### config.mk
export PLATFORM = sky130hd
export DESIGN_NAME = mem_tile_net_endpoint
export DESIGN_NICKNAME = d
export VERILOG_FILES = /design/src/rtl/mem_tile_net_endpoint.sv
export SDC_FILE = /design/constraint.sdc
export NUM_CORES = 1
export LEC_CHECK = 0
export ABC_AREA = 1
export BUFFER_PORTS_ARGS = -buffer_cell sky130_fd_sc_hd__buf_4
export CAP_MARGIN = 20
export CORE_AREA = 10 10 307 309
export CTS_BUF_LIST = sky130_fd_sc_hd__clkbuf_4
export CTS_CLUSTER_SIZE = 12
export DETAILED_ROUTE_END_ITERATION = 6
export DIE_AREA = 0 0 317 319
export GPL_TIMING_DRIVEN = 0
export PLACE_DENSITY = 0.63
export SYNTH_ARGS = -nofsm -noshare
export SYNTH_HDL_FRONTEND = slang
export SYNTH_SLANG_ARGS = --single-unit
### constraint.sdc
create_clock -name clk -period 2.2 [get_ports clk]
set_clock_uncertainty 0.1 [all_clocks]
set_input_delay 0.66 -clock clk [delete_from_list [all_inputs] [get_ports clk]]
set_output_delay 0.66 -clock clk [all_outputs]
set_load 0.01 [all_outputs]
### src/rtl/mem_tile_net_endpoint.sv
// Memory-tile network endpoint: reassembles request flits, issues one storage
// access per request and serializes the response back onto the mesh.
package mem_tile_net_endpoint_pkg;
    localparam int unsigned FLIT_ADDR_W = 32;
    localparam int unsigned FLIT_DATA_W = 64;
    localparam int unsigned XFER_TYPE_W = 2;
    localparam int unsigned PSIZE_W     = 6;
    localparam int unsigned PRIO_W      = 2;
    localparam int unsigned SRC_CORE_W  = 5;

    typedef struct packed {
        logic [FLIT_ADDR_W-1:0] addr;
        logic                   is_read;
        logic                   is_wide;
        logic [XFER_TYPE_W-1:0] transfer_type;
        logic [PSIZE_W-1:0]     payload_size;
        logic [PRIO_W-1:0]      ipriority;
        logic [SRC_CORE_W-1:0]  src_core;
        logic                   last_flit;
        logic [FLIT_DATA_W-1:0] data;
    } generic_flit_t;
endpackage

module mem_tile_net_endpoint
    import mem_tile_net_endpoint_pkg::*;
#(
    parameter int unsigned ADDR_WIDTH = 32,
    parameter int unsigned FLIT_SIZE  = 64,
    parameter int unsigned WIDE_WIDTH = 256
) (
    input  logic                              clk,
    input  logic                              rst_n,
    input  generic_flit_t                     rx_flit,
    input  logic                              rx_req,
    output logic                              rx_ack,
    output generic_flit_t                     tx_flit,
    output logic                              tx_req,
    input  logic                              tx_ack,
    output logic                              mem_req,
    output logic                              mem_we,
    output logic [ADDR_WIDTH-1:0]             mem_addr,
    output logic [WIDE_WIDTH-1:0]             mem_wdata,
    output logic [WIDE_WIDTH/FLIT_SIZE-1:0]   mem_wmask,
    input  logic                              mem_ready,
    input  logic                              mem_rvalid,
    input  logic [WIDE_WIDTH-1:0]             mem_rdata,
    output logic                              proto_err,
    output logic [15:0]                       req_count
);

    localparam int unsigned BEATS    = WIDE_WIDTH / FLIT_SIZE;
    localparam int unsigned BEAT_W   = (BEATS > 1) ? $clog2(BEATS) : 1;
    localparam int unsigned LANE_LSB = $clog2(FLIT_SIZE / 8);
    localparam logic [BEAT_W-1:0] LAST_BEAT = BEAT_W'(BEATS - 1);

    typedef enum logic [2:0] {
        S_IDLE,
        S_COLLECT,
        S_ISSUE,
        S_WAIT,
        S_RESP
    } state_t;

    state_t                  state_q, state_d;
    logic                    armed_q;
    logic [BEAT_W-1:0]       beat_q, beat_d;
    logic [FLIT_ADDR_W-1:0]  hdr_addr_q, hdr_addr_d;
    logic                    hdr_read_q, hdr_read_d;
    logic                    hdr_wide_q, hdr_wide_d;
    logic [PRIO_W-1:0]       hdr_prio_q, hdr_prio_d;
    logic [SRC_CORE_W-1:0]   hdr_src_q, hdr_src_d;
    logic [WIDE_WIDTH-1:0]   rbuf_q, rbuf_d;

    generic_flit_t           tx_flit_d;
    logic                    tx_req_d;
    logic                    mem_req_d;
    logic                    mem_we_d;
    logic [ADDR_WIDTH-1:0]   mem_addr_d;
    logic [WIDE_WIDTH-1:0]   mem_wdata_d;
    logic [BEATS-1:0]        mem_wmask_d;
    logic                    proto_err_d;
    logic [15:0]             req_count_d;

    logic                    rx_xfer;
    logic [BEAT_W-1:0]       rx_lane;
    logic [BEAT_W-1:0]       hdr_lane;
    logic                    rx_wide_wr;
    logic                    resp_wide;
    generic_flit_t           resp_base;
    logic                    unused_fields;

    assign unused_fields = ^{rx_flit.transfer_type, rx_flit.payload_size};

    // armed_q keeps rx_ack low while reset is held and for the release cycle
    assign rx_ack     = armed_q && (state_q == S_IDLE || state_q == S_COLLECT);
    assign rx_xfer    = rx_req && rx_ack;
    assign rx_lane    = rx_flit.addr[LANE_LSB +: BEAT_W];
    assign hdr_lane   = hdr_addr_q[LANE_LSB +: BEAT_W];
    assign rx_wide_wr = rx_flit.is_wide && !rx_flit.is_read;
    assign resp_wide  = hdr_wide_q && hdr_read_q;

    function automatic logic [FLIT_SIZE-1:0] lane_sel(input logic [WIDE_WIDTH-1:0] v,
                                                      input logic [BEAT_W-1:0]     idx);
        logic [FLIT_SIZE-1:0] r;
        r = '0;
        for (int unsigned i = 0; i < BEATS; i++) begin
            if (idx == BEAT_W'(i)) r = v[i*FLIT_SIZE +: FLIT_SIZE];
        end
        return r;
    endfunction

    // Response header fields common to every beat of the current request
    always_comb begin
        resp_base               = '0;
        resp_base.addr          = hdr_addr_q;
        resp_base.is_read       = 1'b0;
        resp_base.is_wide       = resp_wide;
        resp_base.transfer_type = '0;
        resp_base.payload_size  = hdr_wide_q ? PSIZE_W'(WIDE_WIDTH / 8) : PSIZE_W'(FLIT_SIZE / 8);
        resp_base.ipriority     = hdr_prio_q;
        resp_base.src_core      = hdr_src_q;
    end

    always_comb begin
        state_d     = state_q;
        beat_d      = beat_q;
        hdr_addr_d  = hdr_addr_q;
        hdr_read_d  = hdr_read_q;
        hdr_wide_d  = hdr_wide_q;
        hdr_prio_d  = hdr_prio_q;
        hdr_src_d   = hdr_src_q;
        rbuf_d      = rbuf_q;
        tx_flit_d   = tx_flit;
        tx_req_d    = tx_req;
        mem_req_d   = mem_req;
        mem_we_d    = mem_we;
        mem_addr_d  = mem_addr;
        mem_wdata_d = mem_wdata;
        mem_wmask_d = mem_wmask;
        proto_err_d = 1'b0;
        req_count_d = req_count;

        case (state_q)
            S_IDLE: begin
                if (rx_xfer) begin
                    hdr_addr_d  = rx_flit.addr;
                    hdr_read_d  = rx_flit.is_read;
                    hdr_wide_d  = rx_flit.is_wide;
                    hdr_prio_d  = rx_flit.ipriority;
                    hdr_src_d   = rx_flit.src_core;
                    mem_addr_d  = ADDR_WIDTH'(rx_flit.addr);
                    mem_we_d    = !rx_flit.is_read;
                    mem_wdata_d = '0;
                    mem_wmask_d = '0;
                    if (rx_wide_wr) begin
                        mem_wdata_d[0 +: FLIT_SIZE] = FLIT_SIZE'(rx_flit.data);
                        mem_wmask_d = '1;
                        proto_err_d = rx_flit.last_flit;
                        beat_d      = BEAT_W'(1);
                        state_d     = S_COLLECT;
                    end else begin
                        if (!rx_flit.is_read) begin
                            for (int unsigned i = 0; i < BEATS; i++) begin
                                if (rx_lane == BEAT_W'(i))
                                    mem_wdata_d[i*FLIT_SIZE +: FLIT_SIZE] = FLIT_SIZE'(rx_flit.data);
                            end
                            mem_wmask_d = BEATS'(1) << rx_lane;
                        end
                        proto_err_d = !rx_flit.last_flit;
                        mem_req_d   = 1'b1;
                        state_d     = S_ISSUE;
                    end
                end
            end

            S_COLLECT: begin
                if (rx_xfer) begin
                    for (int unsigned i = 0; i < BEATS; i++) begin
                        if (beat_q == BEAT_W'(i))
                            mem_wdata_d[i*FLIT_SIZE +: FLIT_SIZE] = FLIT_SIZE'(rx_flit.data);
                    end
                    proto_err_d = rx_flit.last_flit != (beat_q == LAST_BEAT);
                    if (beat_q == LAST_BEAT) begin
                        beat_d    = '0;
                        mem_req_d = 1'b1;
                        state_d   = S_ISSUE;
                    end else begin
                        beat_d = beat_q + BEAT_W'(1);
                    end
                end
            end

            S_ISSUE: begin
                if (mem_ready) begin
                    mem_req_d = 1'b0;
                    if (mem_we) begin
                        tx_flit_d           = resp_base;
                        tx_flit_d.last_flit = 1'b1;
                        tx_flit_d.data      = '0;
                        tx_req_d            = 1'b1;
                        beat_d              = '0;
                        state_d             = S_RESP;
                    end else begin
                        state_d = S_WAIT;
                    end
                end
            end

            S_WAIT: begin
                // First beat comes straight from mem_rdata; later beats from rbuf
                if (mem_rvalid) begin
                    rbuf_d              = mem_rdata;
                    tx_flit_d           = resp_base;
                    tx_flit_d.last_flit = !resp_wide;
                    tx_flit_d.data      = resp_wide ? FLIT_DATA_W'(lane_sel(mem_rdata, '0))
                                                    : FLIT_DATA_W'(lane_sel(mem_rdata, hdr_lane));
                    tx_req_d            = 1'b1;
                    beat_d              = '0;
                    state_d             = S_RESP;
                end
            end

            S_RESP: begin
                if (tx_ack) begin
                    if (!resp_wide || beat_q == LAST_BEAT) begin
                        tx_req_d    = 1'b0;
                        beat_d      = '0;
                        req_count_d = req_count + 16'd1;
                        state_d     = S_IDLE;
                    end else begin
                        beat_d              = beat_q + BEAT_W'(1);
                        tx_flit_d.data      = FLIT_DATA_W'(lane_sel(rbuf_q, beat_q + BEAT_W'(1)));
                        tx_flit_d.last_flit = (beat_q + BEAT_W'(1)) == LAST_BEAT;
                    end
                end
            end

            default: state_d = S_IDLE;
        endcase
    end

    always_ff @(posedge clk or negedge rst_n) begin
        if (!rst_n) begin
            state_q    <= S_IDLE;
            armed_q    <= 1'b0;
            beat_q     <= '0;
            hdr_addr_q <= '0;
            hdr_read_q <= 1'b0;
            hdr_wide_q <= 1'b0;
            hdr_prio_q <= '0;
            hdr_src_q  <= '0;
            rbuf_q     <= '0;
            tx_flit    <= '0;
            tx_req     <= 1'b0;
            mem_req    <= 1'b0;
            mem_we     <= 1'b0;
            mem_addr   <= '0;
            mem_wdata  <= '0;
            mem_wmask  <= '0;
            proto_err  <= 1'b0;
            req_count  <= '0;
        end else begin
            state_q    <= state_d;
            armed_q    <= 1'b1;
            beat_q     <= beat_d;
            hdr_addr_q <= hdr_addr_d;
            hdr_read_q <= hdr_read_d;
            hdr_wide_q <= hdr_wide_d;
            hdr_prio_q <= hdr_prio_d;
            hdr_src_q  <= hdr_src_d;
            rbuf_q     <= rbuf_d;
            tx_flit    <= tx_flit_d;
            tx_req     <= tx_req_d;
            mem_req    <= mem_req_d;
            mem_we     <= mem_we_d;
            mem_addr   <= mem_addr_d;
            mem_wdata  <= mem_wdata_d;
            mem_wmask  <= mem_wmask_d;
            proto_err  <= proto_err_d;
            req_count  <= req_count_d;
        end
    end

endmodule
==> impl_results.md, run 1 <==
* GRT Total Usage at 0.328
* Post-DRT Antenna Nets at 0
* FF-to-FF End: tx_flit[18]
* Die height at around 320 µm
* Routed vias/inst at 5.36
* Final Slew Violations at 0
* Dpl cell area at 41300 µm²
* Global-route wire length before repair at ~250000 µm
* Commonest non-fill, non-tap cell in the layout: nand2_1
* Fmax at 374 MHz
* # clock sinks at 690
* Core area at 88000 µm²
* Worst R2R Path Depth at 10
* Die area at around 100000 µm²
* Routed WL at 175000 µm
* Hold Crit Class: in2async
* Layout cells sized above 1 at 0.295
* Count of final hold-check violations at 142
* Post-route cell area at 52300 µm²
* DRT Pass-1 Iters at 6
* Initial antenna violation count at 22
* Critical-path maximum fanout at 2
* Slew headroom at 0.464
* Setup crit end kind: output pin
* Tcrit/Tclk final at 1.21
* Top cell type's share of synthesized area at 0.511
* Most frequent cells in the layout: nand2_1 (1322), buf_4 (703), dfrtp_1 (664), buf_6 (463), nor2_1 (459)
* Htree depth at 4
* RSZ-0062 raised after global routing: true
* Area Growth Syn to Fin at 54.9%
* Leak at around 27 nW
* Initial drt markers at 4478
* CP required at 1.44 ns
* Final Core Density at 0.595
* Worst skew pair latency at 1.06 ns
* Starting density of the core at 0.384
* Sw Share at 0.418
* Netlist cell types at 34
* Synth Cell Area at ~34000 µm²
* WP data arrival at 1.91 ns
* Power, Total at 0.0726 W
* Setup-failing EPs final at 426
* Worst-path clk slew at around 0.070 ns
* Die Width at 317 µm
* Max-cap viol count at 0
* Post-synth top area cell: dfrtp_1
* Clock Tree Buf Depth at 3
* DR WL/cell at 23.9 µm
* Placer Congestion at ~0.98
* Pin count of the biggest net entering global routing at 120
* Final setup margin at -0.471 ns
* Worst R2R Start: beat_q[0]
* Critical path class: reg2out
* Root Driver: clkbuf_4
* Mean Syn Cell Area at a little under 8 µm²
* Sw Pwr at 0.0304 W
* Int Power at 0.0423 W
* Worst-Margin Slew at 0.804 ns
* CTS buffer count at ~190
* Dominant cells by area after synthesis: dfrtp_1 (51%), nand2_1 (15%), o21ai_0 (6.0%), nor2_1 (5.3%), inv_1 (4.1%)
* Yosys reg bits at 690
* R2r setup slk at -0.04 ns
* Total grt overflow at 0
* I/O Buffers at 787
* Final HPWL DP at between 100000 and 150000 µm
* Fillers at 7672
* Via count at 39200
* Failing checks: hold timing, setup timing
* # hold bufs at CTS at 367
* Clock power frac at 0.169
* Nets at 6362
* Status: finished, violations left
* CTS tree: done
* Number of global-route vias before repair at between 30000 and 40000
* I/O pin total at 803
* Combinational group share of total power at 0.514
* Placement row count at between 100 and 150
* Sequential area share after synthesis at 0.511
* Hold_ws at -0.577 ns
* Yosys warning count at 0
* Maximum VDD drop at 0.935 mV
* Cells after Synth at between 4000 and 5000
* Reg power frac at 0.317
* Final min period at approximately 2.7 ns
* Startpoint class of the critical path: flop
* Pwr dens at between 1000 and 1500 nW/µm²
* Residual DRC count at 0
[power by group through the flow]
stage / Combinational [W] / Sequential, W / Clock [W]
after floorplan: 0.0134 / 0.0231 / 0
after global placement: 0.0292 / 0.0221 / 0
after detailed placement: 0.0295 / 0.0223 / 0
after CTS: 0.0342 / 0.0227 / 0.0124
after global routing: 0.0397 / 0.0235 / 0.0131
final: 0.0373 / 0.0230 / 0.0123
[metrics by stage]
stage	TNS (ns)	hold WS, ns	setup WS, ns	cells
after floorplan	0	0.264	0.211	4363
after global placement	-5594.78	0.357	-8.00	6315
after detailed placement	-304.36	0.366	-0.951	6321
after CTS	-155.57	-0.673	-0.680	7157
after global routing	-111.05	-0.625	-0.624	7303
final	-63.40	-0.577	-0.471	7309
[routing by layer]
| metal | routed length, µm | global-route usage |
|---|---|---|
| met1 | 64700 | 0.396 |
| met2 | 78200 | 0.505 |
| met3 | 19400 | 0.0970 |
| met4 | 12300 | 0.208 |
| met5 | 82 | 0 |
[synthesized netlist by cell type]
cell,instances
buf_1,12
mux2_2,71
clkinv_1,3
nand2_4,1
o21ai_1,15
ha_1,9
nor2_1,475
nor2_4,3
o21a_1,1
mux2_1,2
conb_1,2
nand2_2,3
dfrtp_1,690
clkbuf_1,155
or2_2,1
nand3_1,221
xor2_1,6
nor3_1,6
o21ai_2,1
buf_2,98
o21ai_0,405
nand3_2,2
a21oi_1,161
inv_1,368
inv_2,9
nand3b_1,3
o211ai_1,36
xnor2_1,4
nand3_4,1
nand2_1,1332
nor2_2,5
nand4_1,9
a31oi_1,192
buf_4,55
[critical path, cell delays in order, from the launching register on]
cell,delay (ns)
dfrtp_2,0.43
nor2_4,0.12
inv_2,0.05
nor2_4,0.09
buf_6,0.16
[layout make-up]
| cell class | count | area (µm²) | share of cell area |
|---|---|---|---|
| well taps | 1165 | 1460 | 0.0279 |
| clock buffers | 286 | 2150 | 0.0410 |
| multi-input cells | 2973 | 13900 | 0.265 |
| flip-flops and latches | 690 | 17300 | 0.331 |
| inverters | 380 | 1460 | 0.0278 |
| plain buffers | 287 | 1980 | 0.0379 |
| repair buffers | 1456 | 13700 | 0.262 |
| diodes | 22 | 55.1 | 0.00105 |
| clock inverters | 50 | 314 | 0.00600 |
[repair_timing]
action | in CTS | in global routing
setup buffers | 164 | 132
pin swaps | 5 | 15
gates cloned | 2 | 2
endpoints found under the setup margin | 1050 | 976
hold endpoints to repair | 854 | 139
gates resized for setup | 601 | 414
[cell families after synthesis]
kind of cell               after synthesis  synth area share
AOI/OAI and AO/OA                      811             0.130
muxes                                   73            0.0243
buffers and inverters                  700            0.0875
and+or+nand+nor                       2062             0.241
xor gates and xnor gates                10           0.00259
other                                    2          0.000222
DFF                                    690             0.511
adders and majority gates                9           0.00333
[flip-flops by register name, indices dropped and copies added, names as in the netlist, 2 cells and up]
signal      count
mem_wmask       4
req_count      16
beat_q          2
state_q         3
rbuf_q        256
tx_flit       107
hdr_src_q       5
mem_wdata     256
hdr_addr_q     32
hdr_prio_q      2
[worst max-delay path by stage]
stage	slack, ns	to	cells after the start	startpoint
after floorplan	0.21	tx_flit[25]	12	beat_q[0]
after global placement	-8.00	mem_wdata[89]	1	rst_n
after detailed placement	-0.95	tx_flit[55]	11	beat_q[0]
after CTS	-0.68	rx_ack	5	state_q[2]
after global routing	-0.62	rx_ack	4	state_q[2]
final	-0.47	rx_ack	4	state_q[2]
No activity file was read; power rests on OpenSTA's default activity.
==> run 2, diff against run 1 <==
Settings changed: CTS_BUF_LIST sky130_fd_sc_hd__clkbuf_4 to sky130_fd_sc_hd__clkbuf_8.
==> run 2 against run 1 <==
  * The flow still finishes with violations (hold timing, setup timing)
  * Cell count decreased by 8.1%
  * First-iteration DRC count decreased by 6.0%
  * Hold slack improved by 0.28 ns
  * Critical endpoint unchanged
  * Total power decreased by 8.8%
  * Non-clock buffer count decreased by 459
  * Clock power about the same
  * Largest power group unchanged
  * Largest cell class unchanged
  * Wire length decreased by 6.5%
  * Final area decreased by 11%
  * Die area unchanged
  * Maximum frequency increased by 6.9%
==> impl_results.md, run 2 (synthesis gave the netlist of run 1 again) <==
* Status: finished, violations left
* Failing checks: hold timing, setup timing
* Top sig layer: met5
* Worst-path clk slew at 0.06 ns
* # hold bufs at CTS at 153
* Metal3 WL at 16800 µm
* Max-cap viol count at 0
* Pre-CTS setup slack at -0.951 ns
* Tcrit/Tclk final at 1.14
* Pwr dens at 1420 nW/µm²
* Commonest non-fill, non-tap cell in the layout: nand2_1
* I/O Buffers at 787
* Initial drt markers at ~4200
* Final setup margin at -0.298 ns
* Worst R2R Start: state_q[1]
* Die height at 319 µm
* Final min period at about 2.5 ns
* RSZ-0062 raised after global routing: true
* DRT Pass-1 Iters at 6
* Placement row count at roughly 110
* Routed vias/inst at 5.33
* Starting density of the core at 0.384
* CTS tree: done
* Hold_ws at -0.294 ns
* Setup-failing EPs final at 7
* Clock Tree Buf Depth at 3
* Worst skew pair latency at 0.81 ns
* Hold Crit Class: in2async
* CTS buffer count at 120
* Final std cells w/o fill at between 6000 and 7000
* GRT Total Usage at 0.309
* Leak at 24.2 nW
* Via count at 35800
* Inst Count DP at 6321
* Layout cells sized above 1 at 0.252
* Die Width at about 320 µm
* FF-to-FF End: tx_flit[61]
* Initial antenna violation count at 14
* I/O pin total at between 800 and 900
* Maximum VDD drop at 0.821 mV
* Largest regs: mem_wdata (256), rbuf_q (256), tx_flit (107)
* Root Driver: clkbuf_8
* Routed WL at 163000 µm
* Total grt overflow at 0
* WP data arrival at 1.74 ns
* Post-Route Setup TNS at -0.808 ns
* Met2 wire len at 73100 µm
* Area Growth Syn to Fin at 37.8%
* Critical-path maximum fanout at 5
* # clock sinks at 690
* Global-route wire length before repair at 234000 µm
* Startpoint class of the critical path: flop
* Slew headroom at 0.410
* Worst R2R Path Depth at 11
* Setup crit end kind: output pin
* CP required at 1.44 ns
* Fmax at 400 MHz
* Final Slew Violations at 0
* Nets at 5835
* Most frequent cells in the layout: nand2_1 (1328), buf_4 (844), dfrtp_1 (669), nor2_1 (467), inv_1 (409)
* Final HPWL DP at 124000 µm
* Critical path class: reg2out
* M1 WL at 64000 µm
* Post-DRT Antenna Nets at 0
* Placer Congestion at 0.977
* Worst-Margin Slew at around 0.88 ns
* DR WL/cell at 24.3 µm
* Core area at between 80000 and 90000 µm²
* R2r setup slk at -0.14 ns
* Die area at 101000 µm²
* Count of final hold-check violations at 67
* Crit path from: state_q[2]
* Pin count of the biggest net entering global routing at 120
* Number of global-route vias before repair at approximately 35000
* Residual DRC count at 0
* Htree depth at 3
## run 2: cell count changes in the layout (fill, tap and decap cells not counted), sizes merged
cell	change
buf	-265
clkbuf	-116
clkinv	-34
clkinvlp	-1
diode	-13
dlygate4sd3	-214
inv	+48
## run 2: per-layer routing
metal / GRT usage / vias to the layer above
met3: 0.0807 / 405
met4: 0.163 / 10
met1: 0.394 / 17200
li1: - / 16200
met5: 0 / -
met2: 0.477 / 1988
## run 2: how the worst max path moves through the flow
stage	to	slack, ns	cells past startpoint
after global routing	rx_ack	-0.37	5
after global placement	mem_wdata[89]	-8.00	1
after detailed placement	tx_flit[55]	-0.95	11
final	rx_ack	-0.30	5
after CTS	rx_ack	-0.39	5
after floorplan	tx_flit[25]	0.21	12
## run 2: timing repair
item,in CTS,in global routing
buffers inserted,42,8
gates cloned,0,2
resized for setup,267,188
endpoints found under the hold margin,221,67
pin swaps,5,5
endpoints found under the setup margin,694,516
## run 2: where the power goes
part / leakage, nW / total (W) / internal [W] / switching, W
sequential: 8.65 / 0.0223 / 0.0187 / 0.00363
clock: 1.42 / 0.0123 / 0.00658 / 0.00574
combinational: 14.1 / 0.0316 / 0.0126 / 0.0190
## run 2: layout make-up
type,instances,area (µm²)
antenna,9,22.5
buffer,287,1840
clock buffer,150,2060
clock inverter,62,399
fill,8500,41400
inverter,380,1450
multi-input combinational,2973,13800
sequential,690,17300
tap,1165,1460
timing repair buffer,997,8230
timing repair inverter,1,6.26
## run 2: metrics by stage
stage	utilization	area (µm²)	total power [W]
finish	0.529	46600	0.0662
global route	0.529	46500	0.0699
CTS	0.524	46100	0.0655
detailed placement	0.470	41300	0.0518
global placement	0.468	41200	0.0513
floorplan	-	33800	0.0365
## run 2: worst max-delay path, stage by stage (launching register included)
cell,delay (ns)
dfrtp_1,0.38
buf_8,0.13
nor2_4,0.12
inv_2,0.06
nor2_4,0.09
buf_6,0.15
